File: src/rtl/alu_pkg.sv
// Shared definitions for the pipelined execute-stage ALU: opcodes, flag bit
// positions and the control FSM encoding.
package alu_pkg;

  localparam logic [3:0] OP_MV    = 4'b0000;
  localparam logic [3:0] OP_MUL   = 4'b0001;
  localparam logic [3:0] OP_PASS2 = 4'b0010;
  localparam logic [3:0] OP_PASS3 = 4'b0011;
  localparam logic [3:0] OP_SHL   = 4'b0100;
  localparam logic [3:0] OP_SHRL  = 4'b0101;
  localparam logic [3:0] OP_ROR   = 4'b0110;
  localparam logic [3:0] OP_SHRA  = 4'b0111;
  localparam logic [3:0] OP_ROL   = 4'b1000;
  localparam logic [3:0] OP_NOT   = 4'b1001;
  localparam logic [3:0] OP_XOR   = 4'b1010;
  localparam logic [3:0] OP_OR    = 4'b1011;
  localparam logic [3:0] OP_AND   = 4'b1100;
  localparam logic [3:0] OP_SUB   = 4'b1101;
  localparam logic [3:0] OP_ADD   = 4'b1110;
  localparam logic [3:0] OP_PASS  = 4'b1111;

  localparam int FLAG_N = 3;
  localparam int FLAG_Z = 2;
  localparam int FLAG_C = 1;
  localparam int FLAG_V = 0;

  typedef enum logic {
    S_IDLE = 1'b0,
    S_MUL  = 1'b1
  } state_e;

endpackage

File: src/rtl/alu_pipe_mul_iter.sv
// Iterative shift-add multiplier: one multiplier bit per cycle, WIDTH cycles.
// done and product are presented combinationally on the final step.
module alu_mul_iter #(
  parameter int WIDTH = 32,
  localparam int SHW  = $clog2(WIDTH)
) (
  input  logic             clk,
  input  logic             rst,
  input  logic             start,
  input  logic [WIDTH-1:0] a,
  input  logic [WIDTH-1:0] b,
  output logic             busy,
  output logic             done,
  output logic [WIDTH-1:0] product
);

  logic [WIDTH-1:0] acc_q, acc_d;
  logic [WIDTH-1:0] mcand_q, mcand_d;
  logic [WIDTH-1:0] mplier_q, mplier_d;
  logic [SHW-1:0]   cnt_q, cnt_d;
  logic             busy_q, busy_d;
  logic [WIDTH-1:0] acc_sum_s;
  logic             last_s;

  // Partial-product accumulation and next-state for the iteration registers
  always_comb begin
    acc_sum_s = acc_q + (mplier_q[0] ? mcand_q : {WIDTH{1'b0}});
    last_s    = busy_q && (cnt_q == SHW'(WIDTH - 1));
    acc_d     = acc_q;
    mcand_d   = mcand_q;
    mplier_d  = mplier_q;
    cnt_d     = cnt_q;
    busy_d    = busy_q;
    if (start) begin
      acc_d    = {WIDTH{1'b0}};
      mcand_d  = a;
      mplier_d = b;
      cnt_d    = {SHW{1'b0}};
      busy_d   = 1'b1;
    end else if (busy_q) begin
      acc_d    = acc_sum_s;
      mcand_d  = mcand_q << 1;
      mplier_d = mplier_q >> 1;
      cnt_d    = cnt_q + SHW'(1);
      busy_d   = !last_s;
    end else begin
      busy_d   = 1'b0;
    end
  end

  // Iteration state registers
  always_ff @(posedge clk) begin
    if (rst) begin
      acc_q    <= {WIDTH{1'b0}};
      mcand_q  <= {WIDTH{1'b0}};
      mplier_q <= {WIDTH{1'b0}};
      cnt_q    <= {SHW{1'b0}};
      busy_q   <= 1'b0;
    end else begin
      acc_q    <= acc_d;
      mcand_q  <= mcand_d;
      mplier_q <= mplier_d;
      cnt_q    <= cnt_d;
      busy_q   <= busy_d;
    end
  end

  assign busy    = busy_q;
  assign done    = last_s;
  assign product = acc_sum_s;

endmodule

File: src/rtl/alu_pipe.sv
// Handshaked execute-stage ALU with registered result/flags and an iterative
// multiplier. Shift/rotate amount comes from a; the shifted value from b.
module alu_pipe
  import alu_pkg::*;
#(
  parameter int WIDTH  = 32,
  localparam int LANES = WIDTH / 8,
  localparam int SHW   = $clog2(WIDTH),
  localparam int LW    = (LANES > 1) ? $clog2(LANES) : 1
) (
  input  logic             clk,
  input  logic             rst,
  input  logic             in_valid,
  output logic             in_ready,
  input  logic [3:0]       op,
  input  logic [LW-1:0]    lane,
  input  logic [WIDTH-1:0] a,
  input  logic [WIDTH-1:0] b,
  output logic             out_valid,
  input  logic             out_ready,
  output logic [WIDTH-1:0] result,
  output logic [3:0]       flags
);

  state_e           state_q, state_d;
  logic             out_valid_q, out_valid_d;
  logic [WIDTH-1:0] result_q, result_d;
  logic [3:0]       flags_q, flags_d;

  logic             accept_s;
  logic             mul_start_s, mul_busy_s, mul_done_s;
  logic [WIDTH-1:0] mul_prod_s;
  logic [SHW-1:0]   amt_s;
  logic [WIDTH:0]   add_s;
  logic [WIDTH-1:0] sub_s;
  logic [WIDTH-1:0] mv_s;
  logic [WIDTH-1:0] alu_res_s;
  logic             alu_c_s, alu_v_s;

  assign in_ready = (state_q == S_IDLE) && (!out_valid_q || out_ready);
  assign accept_s = in_valid && in_ready;
  assign amt_s    = a[SHW-1:0];

  alu_mul_iter #(.WIDTH(WIDTH)) u_mul (
    .clk     (clk),
    .rst     (rst),
    .start   (mul_start_s),
    .a       (a),
    .b       (b),
    .busy    (mul_busy_s),
    .done    (mul_done_s),
    .product (mul_prod_s)
  );

  // Single-cycle operation mux with carry/overflow for ADD and SUB
  always_comb begin
    add_s     = {1'b0, a} + {1'b0, b};
    sub_s     = b - a;
    alu_res_s = b;
    alu_c_s   = 1'b0;
    alu_v_s   = 1'b0;
    // lane 0 addresses the most-significant byte
    for (int i = 0; i < LANES; i++) begin
      mv_s[i*8 +: 8] = (lane == LW'(LANES - 1 - i)) ? b[7:0] : a[i*8 +: 8];
    end
    case (op)
      OP_MV:   alu_res_s = mv_s;
      OP_SHL:  alu_res_s = b << amt_s;
      OP_SHRL: alu_res_s = b >> amt_s;
      OP_SHRA: alu_res_s = $signed(b) >>> amt_s;
      OP_ROR:  alu_res_s = WIDTH'({b, b} >> amt_s);
      OP_ROL:  alu_res_s = WIDTH'(({b, b} << amt_s) >> WIDTH);
      OP_NOT:  alu_res_s = ~b;
      OP_XOR:  alu_res_s = a ^ b;
      OP_OR:   alu_res_s = a | b;
      OP_AND:  alu_res_s = a & b;
      OP_SUB: begin
        alu_res_s = sub_s;
        alu_c_s   = (b < a);
        alu_v_s   = (b[WIDTH-1] != a[WIDTH-1]) && (sub_s[WIDTH-1] != b[WIDTH-1]);
      end
      OP_ADD: begin
        alu_res_s = add_s[WIDTH-1:0];
        alu_c_s   = add_s[WIDTH];
        alu_v_s   = (a[WIDTH-1] == b[WIDTH-1]) && (add_s[WIDTH-1] != a[WIDTH-1]);
      end
      default: alu_res_s = b;
    endcase
  end

  // Control FSM and output register next-state
  always_comb begin
    state_d     = state_q;
    out_valid_d = out_valid_q;
    result_d    = result_q;
    flags_d     = flags_q;
    mul_start_s = 1'b0;
    case (state_q)
      S_IDLE: begin
        if (accept_s && (op == OP_MUL)) begin
          state_d     = S_MUL;
          mul_start_s = 1'b1;
          out_valid_d = 1'b0;
        end else if (accept_s) begin
          out_valid_d      = 1'b1;
          result_d         = alu_res_s;
          flags_d[FLAG_N]  = alu_res_s[WIDTH-1];
          flags_d[FLAG_Z]  = (alu_res_s == {WIDTH{1'b0}});
          flags_d[FLAG_C]  = alu_c_s;
          flags_d[FLAG_V]  = alu_v_s;
        end else if (out_valid_q && out_ready) begin
          out_valid_d = 1'b0;
        end else begin
          out_valid_d = out_valid_q;
        end
      end
      S_MUL: begin
        if (mul_done_s) begin
          state_d         = S_IDLE;
          out_valid_d     = 1'b1;
          result_d        = mul_prod_s;
          flags_d[FLAG_N] = mul_prod_s[WIDTH-1];
          flags_d[FLAG_Z] = (mul_prod_s == {WIDTH{1'b0}});
          flags_d[FLAG_C] = 1'b0;
          flags_d[FLAG_V] = 1'b0;
        end else if (!mul_busy_s) begin
          state_d = S_IDLE;
        end else begin
          state_d = S_MUL;
        end
      end
      default: state_d = S_IDLE;
    endcase
  end

  // State and output registers
  always_ff @(posedge clk) begin
    if (rst) begin
      state_q     <= S_IDLE;
      out_valid_q <= 1'b0;
      result_q    <= {WIDTH{1'b0}};
      flags_q     <= 4'b0000;
    end else begin
      state_q     <= state_d;
      out_valid_q <= out_valid_d;
      result_q    <= result_d;
      flags_q     <= flags_d;
    end
  end

  assign out_valid = out_valid_q;
  assign result    = result_q;
  assign flags     = flags_q;

endmodule

File: config.mk
export PLATFORM = sky130hd
export DESIGN_NAME = alu_pipe
export DESIGN_NICKNAME = d
export VERILOG_FILES = /design/src/rtl/alu_pkg.sv /design/src/rtl/alu_pipe_mul_iter.sv /design/src/rtl/alu_pipe.sv
export SDC_FILE = /design/constraint.sdc
export NUM_CORES = 1
export LEC_CHECK = 0
export CAP_MARGIN = 5
export CELL_PAD_IN_SITES_DETAIL_PLACEMENT = 1
export CELL_PAD_IN_SITES_GLOBAL_PLACEMENT = 2
export CORE_MARGIN = 10
export CORE_UTILIZATION = 40
export CTS_CLUSTER_DIAMETER = 40
export CTS_CLUSTER_SIZE = 16
export DETAILED_ROUTE_END_ITERATION = 10
export GPL_TIMING_DRIVEN = 0
export PLACE_DENSITY_LB_ADDON = 0.1
export SLEW_MARGIN = 20
export SYNTH_ARGS = -nofsm -noshare
export SYNTH_HDL_FRONTEND = slang
export SYNTH_SLANG_ARGS = --single-unit
File: constraint.sdc
create_clock -name clk -period 10.2 [get_ports clk]
set_clock_uncertainty 0.05 [all_clocks]
set_input_delay 2.04 -clock clk [delete_from_list [all_inputs] [get_ports clk]]
set_output_delay 2.04 -clock clk [all_outputs]
set_load 0.02 [all_outputs]
==> impl_metrics.py <==
metrics = {
    "pwr": {
        "leakagePower_uw": 0.00826,
        "power.total_uw": 2440,
        "power_density_mw_per_mm2": 109,
        "ir_drop_mv": 0.159,
    },
    "cells_and_area": {
        "fillCellCount": 6184,
        "register_area_sq_mm": 0.00278,
        "area_growth_pct": 13.7,
        "nets": 3003,
        "final_cell_mix": "nor2_1 (299), mux2i_1 (192), clkbuf_1 (190), nand2_1 (184), a21oi_1 (173)",
        "drive_gt1_share_pct": 6.59,
        "final_common_cell": "nor2_1",
        "multi_input_area_sq_mm": 0.0156,
    },
    "synthesis": {
        "yosysTopAreaCellShare_pct": 14.1,
        "yosysTopAreaCell": "dfxtp_1",
        "synthArstFlopShare_pct": 0,
        "synth_cell_types": 90,
        "syn-num-nets": 2870,
        "synth_seq_cells": 139,
        "synth_edf_count": 0,
        "yosysSeqAreaShare_pct": 14.1,
        "synth_area_leaders": "dfxtp_1 (14%), mux2i_1 (9.7%), ha_1 (8.2%)",
        "synthesis.area_sq_mm": 0.0197,
        "synth_warnings": 0,
        "synthCells": 2663,
        "synth_area_per_cell_sq_um": 7.41,
        "yosys_most_used_dff": "dfxtp_1",
    },
    "clocking": {
        "cts-root-buf": "clkbuf_16",
        "postCtsSetupBuffers": 0,
        "cts_buffer_depth": 2,
        "cts-resized-gates": 0,
        "clkSinkCount": 139,
        "ctsHoldBuffers": 0,
        "clock_insertion_delay_worst_skew_ns": 0.44,
        "cts_buffers": 17,
        "clk_pin_slew_worst_paths_ns": 0.07,
        "cts_tree": "built",
        "h-tree-depth": 4,
    },
    "sta": {
        "finalSetupTns_ns": 0,
        "holdWs_ns": 0.409,
        "final_max_slew_viol_count": 0,
        "finalSetupViolCount": 0,
        "hold_viol": 0,
        "max_freq_mhz": 98.6,
        "worst_slew_pin_slew_ns": 1.38,
        "fin_crit_sh_pct": 99.4,
        "max-slew-margin-rel_pct": 8.26,
        "period_minus_slack_ns": 10.14,
        "rsz0062_at_grt": "false",
    },
    "worst_setup_path": {
        "criticalPathCategory": "in -> reg",
        "slowest_delay_ns": 0.97,
        "crit_top_cell": "clkbuf_1",
        "cpMaxStageDelayCell": "o41ai_1",
        "cp.depth": 20,
        "crit_family": "buffers and inverters",
        "crit_chain": "clkdlybuf4s50_1 > inv_1 > clkbuf_1 > buf_1 > clkbuf_1 > buf_1 > ha_1 > clkbuf_1 > o211ai_1 > a211oi_1 > o41ai_1 > o21ai_0 > a21oi_1 > mux2_2 > o32a_1 > nand4bb_1 > or4_1 > nor4_1 > nand4b_1 > o211ai_1",
        "path_max_fanout": 11,
        "worstPathRequired_ns": 10.52,
        "worst-r2r-cell-count": 18,
        "worst-path-buf-inv": 7,
        "arrival_ns": 10.46,
        "startpoint_type": "primary input",
        "end_kind": "register",
    },
    "floorplanning": {
        "num_io_pins": 112,
        "fp.coreArea_sq_mm": 0.0488,
        "rows": 81,
        "die_w_um": 242,
        "die_y_um": 242,
        "start_util_pct": 40.4,
        "die-area_sq_mm": 0.0586,
    },
    "route": {
        "drc_errors": 0,
        "vias_per_cell": 7.46,
        "routedWlPerCell_um": 39.3,
        "ant_nets": 0,
        "wl_mm": 137,
        "drt_iter0_markers": 3966,
        "drtPass1Iterations": 6,
        "num_vias": 25909,
    },
    "grt": {
        "grt_first_pass_wirelength_mm": 192,
        "grt_pass1_vias": 25686,
        "grt_max_degree": 17,
        "grt-ovfl-total": 0,
        "antenna_found_initial": 8,
        "grt.total_usage_pct": 44.6,
    },
    "place": {
        "hpwlAfterDp_mm": 106,
        "portBuffers": 109,
        "place_congestion": 1.21,
    },
    "min_path": {
        "min_path_cells": 2,
        "hp-class": "reg -> reg",
    },
    "job": {
        "drv_cap": 0,
    },
    "run_status": {
        "outcome": "complete, no violations",
    },
}
==> sequential cells by signal, summed over array words and instances, names as in the netlist <==
register and flops:
state_q 1, out_valid 1, u_mul.mplier_q 32, u_mul.cnt_q 5, result 32, u_mul.acc_q 32, flags 3, u_mul.busy 1
u_mul.mcand_q 32
==> kinds of logic after synthesis <==
family,synth area share [%]
AOI/OAI and AO/OA,31.4
xor gates and xnor gates,2.53
adders and majority gates,8.55
buffers and inverters,7.03
DFF,14.1
muxes,16.8
and+or+nand+nor,19.6
==> per-stage QoR <==
stage / setup slack [ns] / std cells / cell area [sq um] / utilization [%]
final: 0.0573 / 3475 / 22400 / 45.9
after global routing: 0.0679 / 3473 / 22400 / 45.9
after CTS: 0.460 / 3471 / 22400 / 45.8
after detailed placement: 0.0452 / 3439 / 21700 / 44.4
after global placement: 0.112 / 3436 / 21700 / 44.3
after floorplan: 3.20 / 2663 / 19700 / -
==> per-layer routing <==
| layer | GRT usage, % | routed length [um] | vias to the layer above |
|---|---|---|---|
| met3 | 17.3 | 18500 | 656 |
| met4 | 33.6 | 12700 | 6 |
| li1 | - | - | 10317 |
| met2 | 67.2 | 57600 | 2214 |
| met5 | 0 | 38 | - |
| met1 | 50.4 | 47800 | 12716 |
==> synth_stat cells (17+ instances only) <==
master / instances
a211oi_1: 93
a21o_1: 36
a21oi_1: 174
a221oi_1: 30
a22oi_1: 56
a31oi_1: 30
and2_1: 49
buf_1: 31
clkbuf_1: 194
dfxtp_1: 139
ha_1: 130
inv_1: 111
mux2_2: 41
mux2i_1: 192
mux4_2: 41
nand2_1: 184
nand2b_1: 20
nand3_1: 48
nand4_1: 20
nor2_1: 299
nor2b_1: 27
nor3_1: 50
nor4_1: 24
o2111ai_1: 19
o211ai_1: 23
o21ai_0: 130
o21bai_1: 18
o221ai_1: 17
o22ai_1: 60
xnor2_1: 50
==> worst min-delay path, stage by stage, from the launching register on <==
cell and delay, ns:
dfxtp_1 0.31, nand2_1 0.05, a21oi_1 0.05
==> layout make-up <==
type / instances / share of cell area, %
Multi-Input combinational cell: 2168 / 69.6
Sequential cell: 139 / 12.4
Timing Repair Buffer: 114 / 5.03
Buffer: 244 / 4.33
Tap cell: 664 / 3.70
Clock buffer: 18 / 1.96
Inverter: 112 / 1.87
Clock inverter: 14 / 1.03
Antenna cell: 2 / 0.0223
==> report_power, final <==
group / total (uW) / internal, uW / switching, uW
clock: 723 / 446 / 276
combinational: 1140 / 333 / 806
sequential: 576 / 561 / 14.7
total: 2440 / 1340 / 1100
==> worst paths after layout <==
check,slack (ns),from,endpoint
worst max register to register,3.93,u_mul.mplier_q[0],flags[2]
worst min-delay path,0.41,result[16],result[16]
worst max-delay path,0.06,a[3],flags[2]
worst min register to register,0.41,result[16],result[16]
Note: power is estimated with default switching activity, not from simulation.
